==> src/rtl/tick_timekeeper_pkg.sv <==
// Shared constants and BCD helpers for the tick-driven time-of-day keeper.
package tick_timekeeper_pkg;

   localparam int         ACC_W_DEF   = 26;
   localparam int         BCD_DIGIT_W = 4;
   localparam logic [7:0] SEC_MAX     = 8'h59;
   localparam logic [7:0] MIN_MAX     = 8'h59;
   localparam logic [7:0] HOUR_MAX_24 = 8'h23;

   // Binary 0..99 to two packed BCD digits.
   function automatic logic [7:0] to_bcd2(input int unsigned v);
      return {BCD_DIGIT_W'(v / 10), BCD_DIGIT_W'(v % 10)};
   endfunction

   // True when both nibbles are decimal digits and the value does not exceed max.
   function automatic logic bcd_le(input logic [7:0] v, input logic [7:0] max);
      return (v[7:4] <= 4'd9) && (v[3:0] <= 4'd9) && (v <= max);
   endfunction

endpackage

==> src/rtl/tick_timekeeper_counter.sv <==
// Two-digit BCD modulo counter (00..MAX) with synchronous load and carry out.
module bcd_mod_counter
   import tick_timekeeper_pkg::*;
#(
   parameter logic [7:0] MAX = SEC_MAX
) (
   input  logic       clk,
   input  logic       srst,
   input  logic       en,
   input  logic       load,
   input  logic [7:0] load_val,
   output logic [7:0] value,
   output logic       carry_out
);

   logic [7:0]             value_q, value_d;
   logic [BCD_DIGIT_W-1:0] lo, hi;

   assign lo = value_q[BCD_DIGIT_W-1:0];
   assign hi = value_q[2*BCD_DIGIT_W-1:BCD_DIGIT_W];

   always_comb begin
      value_d = value_q;
      if (load) begin
         value_d = load_val;
      end else if (en) begin
         if (value_q == MAX)
            value_d = 8'h00;
         else if (lo == 4'd9)
            value_d = {hi + 4'd1, 4'd0};
         else
            value_d = {hi, lo + 4'd1};
      end
   end

   // A load replaces the whole time, so no carry may ripple out of it.
   assign carry_out = en && !load && (value_q == MAX);
   assign value     = value_q;

   always_ff @(posedge clk) begin
      if (srst)
         value_q <= 8'h00;
      else
         value_q <= value_d;
   end

endmodule

==> src/rtl/tick_timekeeper.sv <==
// Detects phase-accumulator wrap-arounds as one-second ticks and keeps a BCD HH:MM:SS clock.
module tick_timekeeper
   import tick_timekeeper_pkg::*;
#(
   parameter int ACC_W    = ACC_W_DEF,
   parameter int HOUR_MAX = 23
) (
   input  logic             clk,
   input  logic             GlobalReset,
   input  logic [ACC_W-1:0] acc_in,
   input  logic             set_valid,
   input  logic [7:0]       set_hh,
   input  logic [7:0]       set_mm,
   input  logic [7:0]       set_ss,
   output logic             sec_tick,
   output logic [7:0]       hh_bcd,
   output logic [7:0]       mm_bcd,
   output logic [7:0]       ss_bcd,
   output logic             day_roll,
   output logic             set_err
);

   localparam logic [7:0] HOUR_MAX_BCD = to_bcd2(HOUR_MAX);

   logic [ACC_W-1:0] prev_acc_q, prev_acc_d;
   logic             sec_tick_q, sec_tick_d;
   logic             day_roll_q, day_roll_d;
   logic             set_err_q, set_err_d;
   logic             load_ok, load_en;
   logic             ss_carry, mm_carry, hh_carry;

   always_comb begin
      load_ok    = bcd_le(set_ss, SEC_MAX) && bcd_le(set_mm, MIN_MAX) &&
                   bcd_le(set_hh, HOUR_MAX_BCD);
      load_en    = set_valid && load_ok;
      prev_acc_d = acc_in;
      sec_tick_d = (acc_in < prev_acc_q);
      set_err_d  = set_valid && !load_ok;
      day_roll_d = hh_carry;
   end

   // The registered tick drives the counter, so time moves one edge after the wrap is seen.
   bcd_mod_counter #(.MAX(SEC_MAX)) u_ss (
      .clk(clk), .srst(GlobalReset), .en(sec_tick_q), .load(load_en),
      .load_val(set_ss), .value(ss_bcd), .carry_out(ss_carry)
   );

   bcd_mod_counter #(.MAX(MIN_MAX)) u_mm (
      .clk(clk), .srst(GlobalReset), .en(ss_carry), .load(load_en),
      .load_val(set_mm), .value(mm_bcd), .carry_out(mm_carry)
   );

   bcd_mod_counter #(.MAX(HOUR_MAX_BCD)) u_hh (
      .clk(clk), .srst(GlobalReset), .en(mm_carry), .load(load_en),
      .load_val(set_hh), .value(hh_bcd), .carry_out(hh_carry)
   );

   always_ff @(posedge clk) begin
      if (GlobalReset) begin
         prev_acc_q <= '0;
         sec_tick_q <= 1'b0;
         day_roll_q <= 1'b0;
         set_err_q  <= 1'b0;
      end else begin
         prev_acc_q <= prev_acc_d;
         sec_tick_q <= sec_tick_d;
         day_roll_q <= day_roll_d;
         set_err_q  <= set_err_d;
      end
   end

   assign sec_tick = sec_tick_q;
   assign day_roll = day_roll_q;
   assign set_err  = set_err_q;

endmodule

==> config.mk <==
export PLATFORM = sky130hd
export DESIGN_NAME = tick_timekeeper
export DESIGN_NICKNAME = d
export VERILOG_FILES = /design/src/rtl/tick_timekeeper_pkg.sv /design/src/rtl/tick_timekeeper_counter.sv /design/src/rtl/tick_timekeeper.sv
export SDC_FILE = /design/constraint.sdc
export NUM_CORES = 1
export LEC_CHECK = 0
export CORE_ASPECT_RATIO = 1.5
export CORE_UTILIZATION = 53
export CTS_BUF_LIST = sky130_fd_sc_hd__clkbuf_16
export CTS_CLUSTER_DIAMETER = 60
export DETAILED_ROUTE_END_ITERATION = 10
export HOLD_SLACK_MARGIN = 0.1
export PLACE_DENSITY = 0.9
export SLEW_MARGIN = 20
export SYNTH_ARGS = -nofsm -noshare
export SYNTH_HDL_FRONTEND = slang
export SYNTH_SLANG_ARGS = --single-unit
export TNS_END_PERCENT = 5
==> constraint.sdc <==
create_clock -name clk -period 2.8 [get_ports clk]
set_input_delay 0.28 -clock clk [delete_from_list [all_inputs] [get_ports clk]]
set_output_delay 0.28 -clock clk [all_outputs]
set_load 0.1 [all_outputs]
==> results_dict.tcl <==
set metrics [dict create \
    dp_hpwl_um 5020 \
    viasPerCell 5.59 \
    dr.first_iter.drc_count 195 \
    track_usage_pct 23.3 \
    n_fill_cell 460 \
    synthTopCellsByCount "dfxtp_1 (53), ha_1 (37), nor2_1 (35)" \
    numCtsBuffers 5 \
    synthMostInstantiatedCell "dfxtp_1" \
    drc 0 \
    setup_violations 0 \
    wl_um 6630 \
    chipWidth_um 63.5 \
    clk_path_buf_depth 2 \
    syn-num-nets 438 \
    synth_warnings 0 \
    syn_avg_cell_area_sq_um 8.63 \
    vias 2756 \
    synth_cell_types 48 \
    peakVddDrop_v 0.000358 \
    fmax_mhz 444 \
    cts_tree "built" \
    met3_usage_pct 3.88 \
    path_clk_slew_ns 0.07 \
    max_cap_viol_count 0 \
    arrival_ns 2.44 \
    first_pass_iters 4 \
    maxSlewViolCount 0 \
    critPathRequiredTime_ns 2.99 \
    synth_top_cell_by_area "dfxtp_1" \
    multi_input_comb_area_sq_um 1750 \
    yosysSeqAreaShare_pct 35.3 \
    post_cts_resized 0 \
    post_cts_buffers 0 \
    top_usage_layer "met2" \
    tightestPinTransition_ns 1.01 \
    htree_num_levels 2 \
    status "completed" \
    grt_remaining_overflow 0 \
    place_congestion 0.776 \
    met2_usage_pct 44.9 \
    synth_flop_cell "dfxtp_1" \
    num_io_pins 80 \
    slew_headroom_pct 32.6 \
    numPortBuffers 79 \
    cts_sinks 53 \
    finalInstanceArea_sq_um 3890 \
    syn_to_final_growth_pct 29.5 \
    gr-usage-met1_pct 24.8 \
    critPathMaxFanout 12 \
    drive_gt1_share_pct 9.46 \
    netlist_instances 348 \
    antenna_found_initial 0 \
    async_reset_ff_share_pct 0 \
    fin_crit_ns 2.25 \
    synth_top_area_share_pct 35.3 \
    finalHoldViolations 0 \
    path_class "reg2reg" \
    die_y_um 94.2 \
    fin_util_pct 71.3 \
    start_kind "flip-flop" \
    rows 33 \
    antenna-diode-count 0 \
    wl_per_cell_um 13.5 \
    p_per_area_nw_per_um2 425 \
    ant_nets 0 \
    ys_ff_latch 53 \
    synth_area_sq_um 3000 \
    hp-class "reg2reg" \
    finClkSkew_ns 0.00307 \
    synth_edf_count 0 \
    seq_area_sq_um 1060 \
    ctsHoldBuffers 0 \
    clkLatencyLatePin_ns 0.28 \
    synth_area_leaders "dfxtp_1 (35%), ha_1 (15%), nor2b_1 (5.6%)" \
    die_area_sq_um 5980 \
    tns_ns 0 \
    power.leakage_uw 0.00160 \
    min_period_over_period_pct 80.5 \
    cts-root-buf "clkbuf_16" \
    placed_cell_area_sq_um 3750 \
    nets 512 \
    rsz0062_at_grt "no" \
    design.core.area_sq_um 5450 \
    cp-end-kind "flip-flop" \
    start_util_pct 55.1 \
    grt_pass1_wl_um 11200 \
    grt_pass1_vias 2682 \
    grt_max_degree 55 \
]
-- critical path, stage by stage, from the launching register on --
cell      delay [ns]
dfxtp_1         0.45
ha_1            0.27
and4b_1         0.42
nand4_4         0.25
or4_1           0.52
a311oi_1        0.25
-- metal layers --
layer  part of all wire (%)  vias to the layer above
met1                     42                     1279
li1                       -                     1380
met3                    4.1                       11
met2                     52                       86
met5                      0                        -
met4                    1.4                        0
-- power breakdown --
group          internal [uW]  switching, uW  total, uW
clock network            322            257        580
logic                    131            144        275
registers                780           16.7        797
-- final cells by class --
| type | count | area share (%) |
|---|---|---|
| Clock buffer | 5 | 3.22 |
| Clock inverter | 3 | 0.290 |
| Inverter | 33 | 3.19 |
| Multi-Input combinational cell | 248 | 44.9 |
| Sequential cell | 53 | 27.3 |
| Tap cell | 70 | 2.25 |
| Timing Repair Buffer | 81 | 18.9 |
-- worst paths after layout --
check / from / to / slack (ns) / depth (start not counted)
setup / recovery: u_ss.value[0]$_SDFFE_PP0P_ / u_hh.value[2]$_SDFFE_PP0P_ / 0.55 / 5
hold / removal: u_mm.value[7]$_SDFFE_PP0P_ / u_mm.value[7]$_SDFFE_PP0P_ / 0.51 / 2
setup reg to reg: u_ss.value[0]$_SDFFE_PP0P_ / u_hh.value[2]$_SDFFE_PP0P_ / 0.55 / 5
hold reg to reg: u_mm.value[7]$_SDFFE_PP0P_ / u_mm.value[7]$_SDFFE_PP0P_ / 0.51 / 2
-- placed cells by master (no fill, tap or decap), types with 2 or more instances in the layout --
cell type,synthesis,layout
o211ai_1,3,3
nand2_1,18,18
a311oi_1,4,4
nand4b_1,2,2
or3_1,2,2
nor2b_1,27,27
and4_1,3,3
clkbuf_16,0,5
nand3_1,10,10
dfxtp_1,53,53
a21oi_1,14,14
nor2_1,35,35
a41oi_1,2,2
a211oi_1,16,16
and3b_1,3,3
clkdlybuf4s50_1,0,51
buf_4,2,29
nand4_1,5,5
nor3_1,15,15
ha_1,37,37
o21ai_0,13,13
mux2i_1,6,6
inv_1,33,36
nand2b_1,4,4
nor4_1,2,2
nor3b_1,3,3
nand3b_1,4,4
-- registers in the layout, indices dropped and copies added, names as in the netlist --
name        count
day_roll        1
prev_acc_q     26
sec_tick        1
set_err         1
u_hh.value      8
u_mm.value      8
u_ss.value      8
-- kinds of logic after synthesis --
logic type / count (synthesis) / share of synthesized area (%)
buffers and inverters: 47 / 6.50
adders and majority gates: 37 / 15.4
and+or+nand+nor: 140 / 25.8
AOI/OAI and AO/OA: 65 / 15.0
muxes: 6 / 2.00
DFF: 53 / 35.3
-- metrics by stage --
| stage | cells | worst slack (ns) | hold WS (ns) | power [uW] |
|---|---|---|---|---|
| after global placement | 485 | 0.486 | 0.494 | 1080 |
| after detailed placement | 485 | 0.463 | 0.499 | 1090 |
| final | 493 | 0.546 | 0.506 | 1650 |
| after CTS | 493 | 0.562 | 0.507 | 1660 |
| after floorplan | 348 | 0.124 | 0.408 | 969 |
| after global routing | 493 | 0.413 | 0.533 | 1720 |
Power figures use the tool's default switching activity.
